`src/rtl/fft_pkg.sv`:
```
// Shared types for the FFT sequencer and butterfly datapath: sample format and sequencer FSM states.
package fft_pkg;

    localparam int HALF_W   = 25;
    localparam int SAMPLE_W = 2 * HALF_W;

    typedef struct packed {
        logic [HALF_W-1:0] re;
        logic [HALF_W-1:0] im;
    } sample_t;

    typedef enum logic [1:0] {
        ST_IDLE  = 2'd0,
        ST_ISSUE = 2'd1,
        ST_DRAIN = 2'd2,
        ST_DONE  = 2'd3
    } fft_seq_state_e;

    function automatic sample_t sample_unpack(input logic [SAMPLE_W-1:0] raw);
        sample_t smp;
        smp.re = raw[SAMPLE_W-1:HALF_W];
        smp.im = raw[HALF_W-1:0];
        return smp;
    endfunction

endpackage

```
`src/rtl/fft_seq_delay.sv`:
```
// Resettable fixed-depth shift register used to align sequencer outputs with memory and butterfly latency.
module fft_seq_delay #(
    parameter int WIDTH = 1,
    parameter int DEPTH = 1
) (
    input  logic             clk_i,
    input  logic             rst_i,
    input  logic [WIDTH-1:0] din_i,
    output logic [WIDTH-1:0] dout_o
);

    logic [WIDTH-1:0] pipe_q [DEPTH];
    logic [WIDTH-1:0] pipe_d [DEPTH];

    // Tap 0 takes the input, every later tap takes its predecessor.
    always_comb begin
        pipe_d[0] = din_i;
        for (int i = 1; i < DEPTH; i++) begin
            pipe_d[i] = pipe_q[i-1];
        end
    end

    // Shift register; reset clears every tap so no stale valid survives.
    always_ff @(posedge clk_i) begin
        if (!rst_i) begin
            for (int i = 0; i < DEPTH; i++) begin
                pipe_q[i] <= {WIDTH{1'b0}};
            end
        end else begin
            for (int i = 0; i < DEPTH; i++) begin
                pipe_q[i] <= pipe_d[i];
            end
        end
    end

    assign dout_o = pipe_q[DEPTH-1];

endmodule

```
`src/rtl/fft_stage_sequencer.sv`:
```
// In-place radix-2 DIT FFT address/control sequencer: one butterfly pair per cycle, draining between stages.
// Define FFT_SEQ_INV_EN to add inv_i / tw_conj_o for inverse transforms.
module fft_stage_sequencer
    import fft_pkg::*;
#(
    parameter int N_POINTS = 16,
    parameter int RD_LAT   = 1,
    parameter int BFLY_LAT = 2,
    localparam int ADDR_W  = $clog2(N_POINTS),
    localparam int STAGE_W = ($clog2(ADDR_W) > 1) ? $clog2(ADDR_W) : 1
) (
    input  logic              clk_i,
    input  logic              rst_i,
    input  logic              start_i,
`ifdef FFT_SEQ_INV_EN
    input  logic              inv_i,
    output logic              tw_conj_o,
`endif
    output logic              ready_o,
    output logic              done_o,
    output logic [STAGE_W-1:0] stage_o,
    output logic              rd_en_o,
    output logic [ADDR_W-1:0] rd_addr_a_o,
    output logic [ADDR_W-1:0] rd_addr_b_o,
    output logic [ADDR_W-2:0] tw_idx_o,
    output logic              bfly_valid_o,
    output logic              wr_en_o,
    output logic [ADDR_W-1:0] wr_addr_a_o,
    output logic [ADDR_W-1:0] wr_addr_b_o
);

    localparam int D      = RD_LAT + BFLY_LAT;
    localparam int HALF   = N_POINTS / 2;
    localparam int K_W    = ADDR_W - 1;
    localparam int DCNT_W = $clog2(D + 1);

    fft_seq_state_e     state_q, state_d;
    logic [STAGE_W-1:0] s_q, s_d;
    logic [K_W-1:0]     k_q, k_d;
    logic [DCNT_W-1:0]  dcnt_q, dcnt_d;
    logic               rd_en_q, rd_en_d;
    logic [ADDR_W-1:0]  rd_addr_a_q, rd_addr_a_d;
    logic [ADDR_W-1:0]  rd_addr_b_q, rd_addr_b_d;
    logic [K_W-1:0]     tw_q, tw_d;
    logic               ready_q, ready_d;
    logic               done_q, done_d;
    logic               accept_s;
`ifdef FFT_SEQ_INV_EN
    logic               inv_q, inv_d;
    logic               conj_q, conj_d;
`endif

    // Lower address of the pair: group * 2 * span + pos, with span = 1 << s.
    function automatic logic [ADDR_W-1:0] pair_base(input logic [K_W-1:0] k, input int s);
        logic [ADDR_W-1:0] kx;
        logic [ADDR_W-1:0] span;
        kx   = {1'b0, k};
        span = ADDR_W'(1) << s;
        return ((kx >> s) << (s + 1)) | (kx & (span - ADDR_W'(1)));
    endfunction

    function automatic logic [K_W-1:0] tw_index(input logic [K_W-1:0] k, input int s);
        logic [ADDR_W-1:0] kx;
        logic [ADDR_W-1:0] pos;
        kx  = {1'b0, k};
        pos = kx & ((ADDR_W'(1) << s) - ADDR_W'(1));
        return K_W'(pos << (ADDR_W - 1 - s));
    endfunction

    assign accept_s = start_i && ready_q && (state_q == ST_IDLE);

    // State, counters and registered outputs.
    always_ff @(posedge clk_i) begin
        if (!rst_i) begin
            state_q     <= ST_IDLE;
            s_q         <= {STAGE_W{1'b0}};
            k_q         <= {K_W{1'b0}};
            dcnt_q      <= {DCNT_W{1'b0}};
            rd_en_q     <= 1'b0;
            rd_addr_a_q <= {ADDR_W{1'b0}};
            rd_addr_b_q <= {ADDR_W{1'b0}};
            tw_q        <= {K_W{1'b0}};
            ready_q     <= 1'b1;
            done_q      <= 1'b0;
`ifdef FFT_SEQ_INV_EN
            inv_q       <= 1'b0;
            conj_q      <= 1'b0;
`endif
        end else begin
            state_q     <= state_d;
            s_q         <= s_d;
            k_q         <= k_d;
            dcnt_q      <= dcnt_d;
            rd_en_q     <= rd_en_d;
            rd_addr_a_q <= rd_addr_a_d;
            rd_addr_b_q <= rd_addr_b_d;
            tw_q        <= tw_d;
            ready_q     <= ready_d;
            done_q      <= done_d;
`ifdef FFT_SEQ_INV_EN
            inv_q       <= inv_d;
            conj_q      <= conj_d;
`endif
        end
    end

    // Next-state and counter logic; DRAIN lasts D cycles so the last write lands before the next stage reads.
    always_comb begin
        state_d = state_q;
        s_d     = s_q;
        k_d     = k_q;
        dcnt_d  = dcnt_q;
`ifdef FFT_SEQ_INV_EN
        inv_d   = inv_q;
`endif
        case (state_q)
            ST_IDLE: begin
                if (accept_s) begin
                    state_d = ST_ISSUE;
                    s_d     = {STAGE_W{1'b0}};
                    k_d     = {K_W{1'b0}};
`ifdef FFT_SEQ_INV_EN
                    inv_d   = inv_i;
`endif
                end else begin
                    state_d = ST_IDLE;
                end
            end
            ST_ISSUE: begin
                if (k_q == K_W'(HALF - 1)) begin
                    state_d = ST_DRAIN;
                    dcnt_d  = {DCNT_W{1'b0}};
                end else begin
                    k_d = k_q + K_W'(1);
                end
            end
            ST_DRAIN: begin
                if (dcnt_q == DCNT_W'(D - 1)) begin
                    if (s_q == STAGE_W'(ADDR_W - 1)) begin
                        state_d = ST_DONE;
                    end else begin
                        state_d = ST_ISSUE;
                        s_d     = s_q + STAGE_W'(1);
                        k_d     = {K_W{1'b0}};
                    end
                end else begin
                    dcnt_d = dcnt_q + DCNT_W'(1);
                end
            end
            ST_DONE: begin
                state_d = ST_IDLE;
                s_d     = {STAGE_W{1'b0}};
            end
            default: begin
                state_d = ST_IDLE;
            end
        endcase
    end

    // Output decode, registered one cycle behind the state.
    always_comb begin
        rd_en_d     = 1'b0;
        rd_addr_a_d = {ADDR_W{1'b0}};
        rd_addr_b_d = {ADDR_W{1'b0}};
        tw_d        = {K_W{1'b0}};
        ready_d     = (state_q == ST_IDLE);
        done_d      = (state_q == ST_DONE);
`ifdef FFT_SEQ_INV_EN
        conj_d      = 1'b0;
`endif
        if (state_q == ST_ISSUE) begin
            rd_en_d     = 1'b1;
            rd_addr_a_d = pair_base(k_q, int'(s_q));
            rd_addr_b_d = pair_base(k_q, int'(s_q)) | (ADDR_W'(1) << int'(s_q));
            tw_d        = tw_index(k_q, int'(s_q));
`ifdef FFT_SEQ_INV_EN
            conj_d      = inv_q;
`endif
        end else begin
            rd_en_d = 1'b0;
        end
    end

    logic [K_W:0]          val_dout_s;
    logic [2*ADDR_W:0]     wr_dout_s;

    fft_seq_delay #(.WIDTH(K_W + 1), .DEPTH(RD_LAT)) u_val_dly (
        .clk_i  (clk_i),
        .rst_i  (rst_i),
        .din_i  ({rd_en_q, tw_q}),
        .dout_o (val_dout_s)
    );

    fft_seq_delay #(.WIDTH(2 * ADDR_W + 1), .DEPTH(D)) u_wr_dly (
        .clk_i  (clk_i),
        .rst_i  (rst_i),
        .din_i  ({rd_en_q, rd_addr_a_q, rd_addr_b_q}),
        .dout_o (wr_dout_s)
    );

`ifdef FFT_SEQ_INV_EN
    fft_seq_delay #(.WIDTH(1), .DEPTH(RD_LAT)) u_conj_dly (
        .clk_i  (clk_i),
        .rst_i  (rst_i),
        .din_i  (conj_q),
        .dout_o (tw_conj_o)
    );
`endif

    assign ready_o      = ready_q;
    assign done_o       = done_q;
    assign stage_o      = s_q;
    assign rd_en_o      = rd_en_q;
    assign rd_addr_a_o  = rd_addr_a_q;
    assign rd_addr_b_o  = rd_addr_b_q;
    assign bfly_valid_o = val_dout_s[K_W];
    assign tw_idx_o     = val_dout_s[K_W-1:0];
    assign wr_en_o      = wr_dout_s[2*ADDR_W];
    assign wr_addr_a_o  = wr_dout_s[2*ADDR_W-1:ADDR_W];
    assign wr_addr_b_o  = wr_dout_s[ADDR_W-1:0];

endmodule

```
`config.mk`:
```
export PLATFORM = sky130hd
export DESIGN_NAME = fft_stage_sequencer
export DESIGN_NICKNAME = d
export VERILOG_FILES = /design/src/rtl/fft_pkg.sv /design/src/rtl/fft_seq_delay.sv /design/src/rtl/fft_stage_sequencer.sv
export SDC_FILE = /design/constraint.sdc
export NUM_CORES = 1
export LEC_CHECK = 0
export BUFFER_PORTS_ARGS = -buffer_cell sky130_fd_sc_hd__buf_2
export CORE_MARGIN = 5
export CORE_UTILIZATION = 30
export DETAILED_ROUTE_END_ITERATION = 6
export REMOVE_ABC_BUFFERS = 1
export SLEW_MARGIN = 10
export SYNTH_ARGS = -nofsm -noshare
export SYNTH_HDL_FRONTEND = slang
export SYNTH_HIERARCHICAL = 1
export SYNTH_SLANG_ARGS = --single-unit
export TNS_END_PERCENT = 5
```
`constraint.sdc`:
```
create_clock -name clk_i -period 1.9 [get_ports clk_i]
set_input_delay 0.285 -clock clk_i [delete_from_list [all_inputs] [get_ports clk_i]]
set_output_delay 0.285 -clock clk_i [all_outputs]
set_load 0.03 [all_outputs]
```
# Yosys cells after proc, flatten, opt, wreduce, memory -nomap -nowiden
# Memories as Yosys holds them, arrays and structs flattened.
# Cells that the tools add are included.
# Widths: inputs -> output; s select.
[totals]
reg_bits = 23
mem_bits_rw = 31
output_inout_bits = 26
elab_cells = 77
memories = 2
[mem_list]
columns = ["name", "depth", "word_bits", "rd", "rd_clocked_by_memory_dff", "write_ports", "line_no", "source"]
rows = [
  ["u_wr_dly.pipe_q", 3, 9, 3, 0, 3, "fft_seq_delay.sv:12", "logic [WIDTH-1:0] pipe_q [DEPTH];"],
  ["u_val_dly.pipe_q", 1, 4, 1, 0, 1, "fft_seq_delay.sv:12", ""],
]
[classes]
n_addsub = 6
eq_ne = 12
n_shift = 4
mux = 25
bitwise = 6
n_reduce_logical = 12
[ops]
columns = ["operator", "n"]
rows = [
  ["$shl 4x32->3", 1],
  ["$mux 9", 3],
  ["$mux 2", 8],
  ["$mux 3", 4],
  ["$ne 2x2->1 const B", 5],
  ["$pmux 3 s3", 1],
  ["$eq 2x2->1 const B", 4],
  ["$or 4x4->4", 2],
  ["$pmux 2 s4", 1],
  ["$pmux 2 s3", 1],
  ["$reduce_bool 3->1", 2],
  ["$mux 1", 5],
  ["$reduce_and 5->1", 1],
  ["$add 2x1->2 const B", 2],
  ["$and 3x4->4", 1],
  ["$mux 4", 1],
  ["$pmux 2 s2", 1],
  ["$reduce_and 2->1", 2],
  ["$reduce_and 4->1", 1],
  ["$reduce_or 4->1", 1],
  ["$shl 1x2->4 const A", 1],
  ["$shl 4x3->4", 1],
  ["$shr 3x2->4", 1],
  ["$sub 4x1->4 const B", 1],
  ["11 further kinds", 14],
]

# Logic depth before layout (Yosys ltp)
# Gate-level depths: netlist of the first run.
[depth]
ltp_word = 5
depth_mapped = 8
mapped_depth_nobuf = 6

# By module
# Netlist of the first run, hierarchy kept.
[by_module_without_submodules]
columns = ["module", "instances", "cells_each", "area_per_inst_um2", "seq_area_each_um2"]
rows = [
  ["fft_stage_sequencer", 1, 124, 1113.6, 460.4],
  ["fft_seq_delay (u_wr_dly)", 1, 56, 758.2, 540.5],
  ["fft_seq_delay (u_val_dly)", 1, 8, 105.1, 80.1],
]

# Worst setup path before layout of the first run
# No wires, ideal clock.
[synth_timing]
path_kind = "reg2reg"
from = "register s_q[0], in the netlist stage_o[0]"
to = "register rd_addr_b_q[2], in the netlist rd_addr_b_o[2]"
setup_ns = 0.121
arrival_ns = 1.793
t_required_ns = 1.779
slack_ns = -0.013
path_stages_with_launch = 9
synth_period_minus_slack_ns = 1.913
cell_sequence = "dfxtp_1 buf_4 inv_1 ha_1 buf_2 xnor2_1 and4_1 a21oi_1 a21oi_1"
[synth_via]
elab_chain_cells = 5
[synth_lines]
columns = ["element", "line_no", "source"]
rows = [
  ["start: declaration", "fft_stage_sequencer.sv:38", "logic [STAGE_W-1:0] s_q, s_d;"],
  ["start signal: assignment", "fft_stage_sequencer.sv:76", "s_q <= {STAGE_W{1'b0}};"],
  ["$shl 1x2->4", "fft_stage_sequencer.sv:58, fft_stage_sequencer.sv:174", ""],
  ["$sub 4x1->4", "fft_stage_sequencer.sv:59", "return ((kx >> s) << (s + 1)) | (kx & (span - ADDR_W'(1)));"],
  ["$and 3x4->4", "fft_stage_sequencer.sv:59", ""],
  ["$or 4x4->4", "fft_stage_sequencer.sv:59", ""],
  ["$or 4x4->4 (*)", "fft_stage_sequencer.sv:174", "rd_addr_b_d = pair_base(k_q, int'(s_q)) | (ADDR_W'(1) << int'(s_q));"],
  ["end signal: assignment", "fft_stage_sequencer.sv:81", "rd_addr_b_q <= {ADDR_W{1'b0}};"],
  ["end signal: assignment", "fft_stage_sequencer.sv:96", "rd_addr_b_q <= rd_addr_b_d;"],
  ["end: declaration", "fft_stage_sequencer.sv:43", "logic [ADDR_W-1:0] rd_addr_b_q, rd_addr_b_d;"],
]
# Every way passes the cells marked *; elsewhere a longest branch is shown, timed or not.
# A chain may end at the register's enable or synchronous reset.

# Final worst setup path of the first run
[layout_timing]
from = "register s_q[1], in the netlist stage_o[1]"
to = "register rd_addr_b_q[1], in the netlist rd_addr_b_o[1]"
# The elaborated chain is that of the path after synthesis.

==> results of run 1 <==
power by group:
part	switching [mW]	leakage, nW	total [mW]	internal (mW)
sequential	0.0149	0.437	1.17	1.15
combinational	0.0624	0.493	0.102	0.0393
clock	0.386	0.0491	0.658	0.272
total	0.464	0.980	1.93	1.46
through the flow:
stage | setup WS (ps) | instance area [um2] | hold slack, ps
finish | 159 | 2270 | 280
global placement | 283 | 2180 | 414
floorplan | -83.6 | 1900 | 361
global route | 38.3 | 2270 | 292
detailed placement | 193 | 2180 | 417
CTS | 179 | 2270 | 270
sequential cells by signal, summed over array words and instances, names as in the netlist:
signal / count
dcnt_q: 2
done_o: 1
k_q: 3
rd_addr_a_o: 4
rd_addr_b_o: 4
rd_en_o: 1
ready_o: 1
stage_o: 2
state_q: 2
tw_q: 3
u_val_dly/pipe_q: 4
u_wr_dly/pipe_q: 27
worst max path at each step:
stage                                endpoint  depth (start not counted)
floorplan           rd_addr_b_o[2]$_SDFF_PP0_                          6
global placement    rd_addr_b_o[2]$_SDFF_PP0_                          6
detailed placement  rd_addr_b_o[2]$_SDFF_PP0_                          6
CTS                 rd_addr_b_o[1]$_SDFF_PP0_                          7
global route        rd_addr_b_o[1]$_SDFF_PP0_                          7
finish              rd_addr_b_o[1]$_SDFF_PP0_                          7
layout make-up:
class	instances	area, um2
inverters	8	30.0
fillers	641	4110
clock inverters	3	26.3
flip-flops and latches	54	1080
repair buffers	33	178
clock buffers	5	68.8
well taps	77	96.3
multi-input cells	117	792
layer usage:
layer  global-route usage  routed length [um]  up-vias
met5                    0                   0        -
met4               0.0513                  75        0
met2                0.132                1500       34
met1                0.101                1490      592
li1                     -                   -      681
met3               0.0298                 214        8
worst max-delay path: stages (launching register included):
cell and delay, ps:
dfxtp_1 570, inv_2 70, buf_4 170, ha_1 210, xnor2_1 130, and2_1 190
a31oi_1 180, a21oi_1 100
cells by family (layout without fill, tap and decap cells):
logic type | Yosys count | count (layout)
adders and majority gates | 7 | 7
and+or+nand+nor | 74 | 74
xor gates and xnor gates | 3 | 3
DFF | 54 | 54
buffers and inverters | 17 | 49
AOI/OAI and AO/OA | 33 | 33
placed cells by master, fill, tap and decap left out, types with 5 or more instances in the layout:
cell type,Yosys,routed
and2_2,21,21
and2_1,13,13
nand3_1,6,6
o21ai_0,7,7
buf_4,2,5
ha_1,7,7
dfxtp_1,54,54
nor2_1,6,6
buf_2,2,28
nand2_1,9,9
a21oi_1,14,14
clkbuf_8,0,5
inv_1,6,6
==> results.md, run 1 <==
- Final Skew: between 10 and 15 ps
- Initial DRC count: 43
- Mapped Area: 0.00198 mm2
- Tot Pwr: about 1.9 mW
- Layout cell share with drive strength beyond 1: 0.318
- Biggest area consumer among synthesized cells: dfxtp_1
- ANT cells: 0
- Final hold vios: 0
- Critical Path Fanout Max: 11
- Setup Buffers After CTS: 0
- Placed insts: roughly 290
- Die X: 91.2 um
- Worst hold start: start_i
- CP startpoint: stage_o[1]$_SDFFE_PN0P_
- Vias in the first global route: approximately 1300
- Largest net degree at the start of global routing: 30
- RR Startpoint: stage_o[1]$_SDFFE_PN0P_
- Gr ovfl total: 0
- Status: finished clean
- Post-layout min period: 1740 ps
- R2R Path End: rd_addr_b_o[1]$_SDFF_PP0_
- IO Port Bufs: 28
- Synth top area share: 0.547
- Number of CTS-inserted buffers: 5
- DR WL/cell: approximately 11 um
- Die Ht: between 90 and 100 um
- Mux contribution to synthesized area: 0
- Main combinational cell family by area after synthesis: simple AND/OR/NAND/NOR gates
- Max Freq: about 570 MHz
- Worst-Skew Late Latency: a little over 300 ps
- CP Class: flop to flop
- Post-DP HPWL: 2290 um
- Die area: 0.00831 mm2
- Post-synth top flop: dfxtp_1
- RSZ-0062 raised after global routing: no
- Via count: 1315
- Tightest Hold Check Type: primary input to flop
- Worst path required time: about 2100 ps
- Hold Crit Depth: 3
- Initial antenna violation count: 0
- Post-CTS Resized: 0
- Antenna Nets Post-Route: 0
- Lkg Pwr: roughly 1 nW
- #FFs+latches synth: 54
- Synth cell count leaders: dfxtp_1 (54), and2_2 (21), a21oi_1 (14)
- Max-slew headroom at the worst pin: 0.739
- Adder-cell share of the synthesized area: 0.0443
- Layout area overhead: 14.9%
- R2r setup slk: between 150 and 200 ps
- H-tree Lvls: 2
- EDFF count, synth: 0
- Post-synthesis async set-or-reset flop share: 0
- Syn. warnings: 6
- WP data arrival: a little under 2000 ps
- Vias per inst: roughly 4.4
- First-pass GRT wire length: ~5700 um
- DRT Wirelength: between 3000 and 4000 um
- Clock Sink Count: between 50 and 60
- GRT Total Usage: 0.0851
- Residual DRC: 0
- CTS root buf: clkbuf_8
- Nets: 229
- Hold buffer count at cts: 0
- Post-synthesis sequential area ratio: 0.547
- Crit. End Element: flop
- Most frequent cell after synthesis: dfxtp_1
- Initial Util: 0.310
- Final core utilization: 0.356
- TNS Setup: 0 ps
- Period utilisation layout: 0.917
- Post-synthesis compound-gate area fraction: 0.104
- Pre-antenna DRT Iters: 4
- Final cell count without fillers: between 200 and 300
- CTS Buffer Depth: 2
- Max Cap Viol: 0
- Synth top area cells: dfxtp_1 (55%), and2_2 (8.0%), ha_1 (4.4%)
- Netlist cell types: 39
- Worst slew pin tran: about 400 ps
- Synth Area in Simple Gates: 0.239
- Pwr dens: between 800 and 900 mW/mm2
- Critical Path Source Type: flop
- Synth Area in XOR/XNOR: 0.0133
- Slew Limit Fails: 0
- # rows: 29
- Synthesized area per cell: ~11 um2
- Setup violations, final: 0
- CTS tree: done
- Core area: 0.00639 mm2
- Routability cong.: about 0.8
- Top Ports: 29
- Worst-path clk slew: about 100 ps
- Cells after Synth: roughly 190
- Hold path endpoint: state_q[0]$_SDFFE_PN0P_
- Peak VDD IR: ~0.29 mV
- Worst-case reg-to-reg path depth: 7
Power figures use the tool's default switching activity.
==> inputs of run 2 (changes only) <==
Settings changed: REMOVE_ABC_BUFFERS 1 to default.
Clock period 1.9 ns to 2.1 ns, I/O delays scaled along.
==> run 2 against run 1 <==
Global-route usage stayed put. Hold slack better by 31 ps. Via count is 3.0% lower. Cell area up 0.28%. Sequential share of layout area fell by 0.13 points. Register-to-register slack improved by 140 ps. Fmax decreased by 3.5%. Power decreased by 2.7%. Critical path depth fell by 1. Combinational power fell by 10%.
==> results.md, run 2 (synthesis results as in run 1) <==
- CTS Buffer Depth: 2
- Number of CTS-inserted buffers: 5
- GRT Total Usage: 0.0851
- # rows: 29
- Seq pwr share: 0.564
- Setup ws final: between 200 and 300 ps
- Routability cong.: 0.813
- Initial antenna violation count: 0
- Tightest Hold Check Type: primary input to flop
- WP data arrival: around 2000 ps
- Worst-path clk slew: between 100 and 150 ps
- Top Ports: 29
- H-tree Lvls: 2
- Post-DP HPWL: around 2200 um
- TNS Setup: 0 ps
- Die area: 0.00831 mm2
- Vias in the first global route: approximately 1200
- Clock Sink Count: 54
- Initial Util: 0.310
- Layout area overhead: 15.3%
- Worst slew pin tran: roughly 380 ps
- Clk pwr share: 0.387
- Initial DRC count: 56
- Hold buffer count at cts: 0
- Sw Share: 0.230
- CP Class: flop to flop
- Layout cell share with drive strength beyond 1: 0.312
- Residual DRC: 0
- Setup Buffers After CTS: 0
- Seq. cell area: approximately 0.0011 mm2
- RSZ-0062 raised after global routing: no
- Lkg Pwr: between 0.9 and 1 nW
- Hold Crit Depth: 3
- DR WL/cell: approximately 11 um
- Setup violations, final: 0
- Gr ovfl total: 0
- Max Freq: 554 MHz
- Largest net degree at the start of global routing: 44
- P_int: 1.44 mW
- Max-slew headroom at the worst pin: 0.746
- Post-layout min period: around 1800 ps
- Final hold vios: 0
- Post-CTS Resized: 0
- Critical Path Source Type: flop
- Comb pwr share: 0.049
- Critical Path Fanout Max: 11
- Period utilisation layout: 0.859
- Status: finished clean
- Final Skew: ~12 ps
- Nets: approximately 230
- Syn_nets: between 150 and 200
- Commonest non-fill, non-tap cell in the layout: dfxtp_1
- CTS root buf: clkbuf_8
- IO Port Bufs: 28
- Worst-case reg-to-reg path depth: 6
- Largest register FFs: 27
- First-pass GRT wire length: around 5700 um
- Vias per inst: around 4.3
- Antenna Nets Post-Route: 0
- Placed cell area: 0.00216 mm2
- CTS tree: done
- Worst path required time: about 2300 ps
- Pre-antenna DRT Iters: 4
- Worst-Skew Late Latency: between 300 and 400 ps
- Peak VDD IR: a little over 0.6 mV
- Pwr dens: just over 800 mW/mm2
- ANT cells: 0
- Dpl ws: around 350 ps
- DRT Wirelength: between 3000 and 4000 um
- Sw power: 0.432 mW
- Max Cap Viol: 0
- Most frequent cells in the layout: dfxtp_1 (54), buf_2 (28), and2_2 (21)
- Crit. End Element: flop
- Final instance area: roughly 0.0023 mm2
- Area of the multi-input gates: a little under 800 um2
- Via count: between 1000 and 1500
- Core area: around 0.0064 mm2
- Register bank with the most flops: u_wr_dly/pipe_q
- Die X: between 90 and 100 um
- Die Ht: between 90 and 100 um
- Slew Limit Fails: 0
- Filler cell count: approximately 660
[run 2: metrics by stage]
step	hold WS, ps	std cells	util	power [mW]
floorplan	406	188	-	1.15
global placement	414	287	0.339	1.17
detailed placement	417	287	0.339	1.17
CTS	302	295	0.357	1.91
global route	319	295	0.357	1.96
finish	311	295	0.357	1.87
[run 2: routing by layer]
layer	share of wire	vias up	GRT usage
met5	0	-	0
met4	0.015	0	0.0318
met3	0.076	6	0.0397
met2	0.42	29	0.117
met1	0.49	560	0.116
li1	-	680	-
[run 2: layout make-up]
cell class,count,area share
clock buffers,5,0.0302
clock inverters,3,0.0209
inverters,8,0.0132
multi-input cells,117,0.348
flip-flops and latches,54,0.474
well taps,77,0.0423
repair buffers,31,0.0714
[run 2: path summary, 6_finish.rpt]
| check | from | end | slack (ps) |
|---|---|---|---|
| setup / recovery | stage_o[1]$_SDFFE_PN0P_ | rd_addr_b_o[2]$_SDFF_PP0_ | 300 |
| hold / removal | start_i | state_q[0]$_SDFFE_PN0P_ | 310 |
| setup reg to reg | stage_o[1]$_SDFFE_PN0P_ | rd_addr_b_o[2]$_SDFF_PP0_ | 300 |
| hold reg to reg | u_wr_dly/pipe_q[0][14]$_SDFF_PN0_ | u_wr_dly/pipe_q[0][23]$_SDFF_PN0_ | 440 |
[run 2: worst max-delay path, cell delays in order (launching register included)]
cell     delay (ps)
dfxtp_1         560
inv_2           150
ha_1            400
xnor2_1         160
and4_1          200
a21oi_1         160
a21oi_1          90
[run 2: power by group through the flow]
stage | registers (mW) | clock network, mW | logic, mW
detailed placement | 1.08 | 0 | 0.0932
global placement | 1.08 | 0 | 0.0922
floorplan | 1.09 | 0 | 0.0598
global route | 1.06 | 0.794 | 0.103
CTS | 1.06 | 0.755 | 0.0935
finish | 1.06 | 0.726 | 0.0915
==> inputs of run 3 (changes only) <==
--- a/constraint.sdc
+++ b/constraint.sdc
@@ -3,2 +3,2 @@
 set_output_delay 0.315 -clock clk_i [all_outputs]
-set_load 0.03 [all_outputs]
+set_load 0.1 [all_outputs]
==> run 3 against run 2 <==
Hold slack better by 6.3 ps. Die area unchanged. Via count up 1.4%. Register-to-register slack better by 50 ps. Highest routed layer unchanged. Wire length down 2.5%. Clock power down 3%. Critical endpoint is now rd_addr_b_o[3]$_SDFF_PP0_. Worst setup slack better by 53 ps. Power up 1.1%. Cell area down 0.17%. Sequential share of layout area up 0.19 points.
==> results.md, run 3 (synthesis results as in run 1) <==
- CTS root buf: clkbuf_8
- Initial Util: 0.310
- Pwr dens: about 830 mW/mm2
- ANT cells: 0
- CTS Buffer Depth: 2
- Layout cell share with drive strength beyond 1: 0.318
- Largest register FFs: 27
- Worst path required time: 2330 ps
- Hold path endpoint: state_q[0]$_SDFFE_PN0P_
- TNS Setup: 0 ps
- Worst hold start: start_i
- Final Skew: ~4.7 ps
- Core area: 0.00639 mm2
- DR WL/cell: 11.1 um
- Status: finished clean
- Layout area overhead: 15.1%
- RR Startpoint: stage_o[0]$_SDFFE_PN0P_
- Tightest Hold Check Type: primary input to flop
- RSZ-0062 raised after global routing: no
- Hold buffer count at cts: 0
- GRT Total Usage: 0.0857
- Slew Limit Fails: 0
- Register bank with the most flops: u_wr_dly/pipe_q
- Placed cell area: around 0.0022 mm2
- H-tree Lvls: 2
- Number of CTS-inserted buffers: 5
- Residual DRC: 0
- Initial antenna violation count: 0
- Critical Path Source Type: flop
- WP data arrival: 1990 ps
- Die X: 91.2 um
- Clock Sink Count: 54
- DRT Wirelength: 3270 um
- Final instance area: around 0.0023 mm2
- CTS tree: done
- Final cell count without fillers: roughly 290
- WHS: around 320 ps
- Crit. End Element: flop
- Peak VDD IR: roughly 0.46 mV
- R2r setup slk: ~350 ps
- Lkg Pwr: just under 1 nW
- Largest net degree at the start of global routing: 44
- Crit path buf inv count: 1
- Delay-heaviest family, CP: flip-flops
- Post-DP HPWL: 2260 um
- # rows: 29
- Antenna Nets Post-Route: 0
- Initial DRC count: 57
- Worst-case reg-to-reg path depth: 6
- Sequence of cells on the critical path: inv_1 -> ha_1 -> xnor2_1 -> nand3_1 -> and3_1 -> a21oi_1
- Worst slew pin tran: 503 ps
- Critical Path Fanout Max: 13
- Die Ht: roughly 90 um
- Nets: 226
- IO Port Bufs: 28
- Critical path's slowest cell: dfxtp_2
- Vias per inst: 4.40
- First-pass GRT wire length: ~5800 um
- Dpl ws: about 360 ps
- Pre-antenna DRT Iters: 4
- Final core utilization: 0.356
- Routability cong.: roughly 0.84
- R2R Path End: rd_addr_b_o[3]$_SDFF_PP0_
- Syn_nets: ~200
- Worst-path clk slew: about 100 ps
- Post-layout min period: around 1800 ps
- Gr ovfl total: 0
- Post-CTS Resized: 0
- Placed insts: ~290
- Setup ws final: 348 ps
- Most frequent cells in the layout: dfxtp_1 (52), buf_2 (28), and2_2 (21)
- Tot Pwr: between 1.5 and 2 mW
- Hold Crit Depth: 3
- Commonest non-fill, non-tap cell in the layout: dfxtp_1
- Instance count on the critical path: 6
- Final hold vios: 0
- Top Ports: 29
- Largest stage delay on the critical path: between 400 and 500 ps
- Period utilisation layout: 0.834
- Setup Buffers After CTS: 0
- Setup violations, final: 0
- Max-slew headroom at the worst pin: 0.667
- Max Freq: 571 MHz
- Vias in the first global route: ~1200
- Max Cap Viol: 0
- Via count: 1293
- Die area: ~0.0083 mm2
- CP Class: flop to flop
- Worst-Skew Late Latency: roughly 300 ps
[run 3: report_power, final]
part           switching (mW)  internal [mW]
combinational          0.0933         0.0356
sequential             0.0161           1.04
clock                   0.343          0.363
total                   0.452           1.44
[run 3: per-layer routing]
layer,share of wire,vias up,track usage
met1,0.48,586,0.114
met4,0.0086,0,0.0391
met5,0,-,0
met2,0.44,28,0.123
met3,0.063,2,0.0322
li1,-,677,-
[run 3: how the worst max path moves through the flow]
stage                     slack [ps]                        end                     from
after global placement           430  rd_addr_b_o[2]$_SDFF_PP0_  stage_o[0]$_SDFFE_PN0P_
after floorplan                   20  rd_addr_b_o[2]$_SDFF_PP0_  stage_o[0]$_SDFFE_PN0P_
after global routing             170  rd_addr_b_o[3]$_SDFF_PP0_  stage_o[0]$_SDFFE_PN0P_
after CTS                        350  rd_addr_b_o[2]$_SDFF_PP0_  stage_o[0]$_SDFFE_PN0P_
after detailed placement         360  rd_addr_b_o[2]$_SDFF_PP0_  stage_o[0]$_SDFFE_PN0P_
final                            350  rd_addr_b_o[3]$_SDFF_PP0_  stage_o[0]$_SDFFE_PN0P_
[run 3: worst register-to-register path: stages, from the launching register on]
cell	delay, ps
dfxtp_2	470
inv_1	170
ha_1	420
xnor2_1	180
nand3_1	90
and3_1	210
a21oi_1	150
[run 3: cell type report]
type                    instances  area, um2
fillers                       650       4110
flip-flops and latches         54       1080
multi-input cells             117        792
well taps                      77       96.3
clock buffers                   5       68.8
clock inverters                 3       48.8
repair buffers                 30        155
inverters                       8       30.0
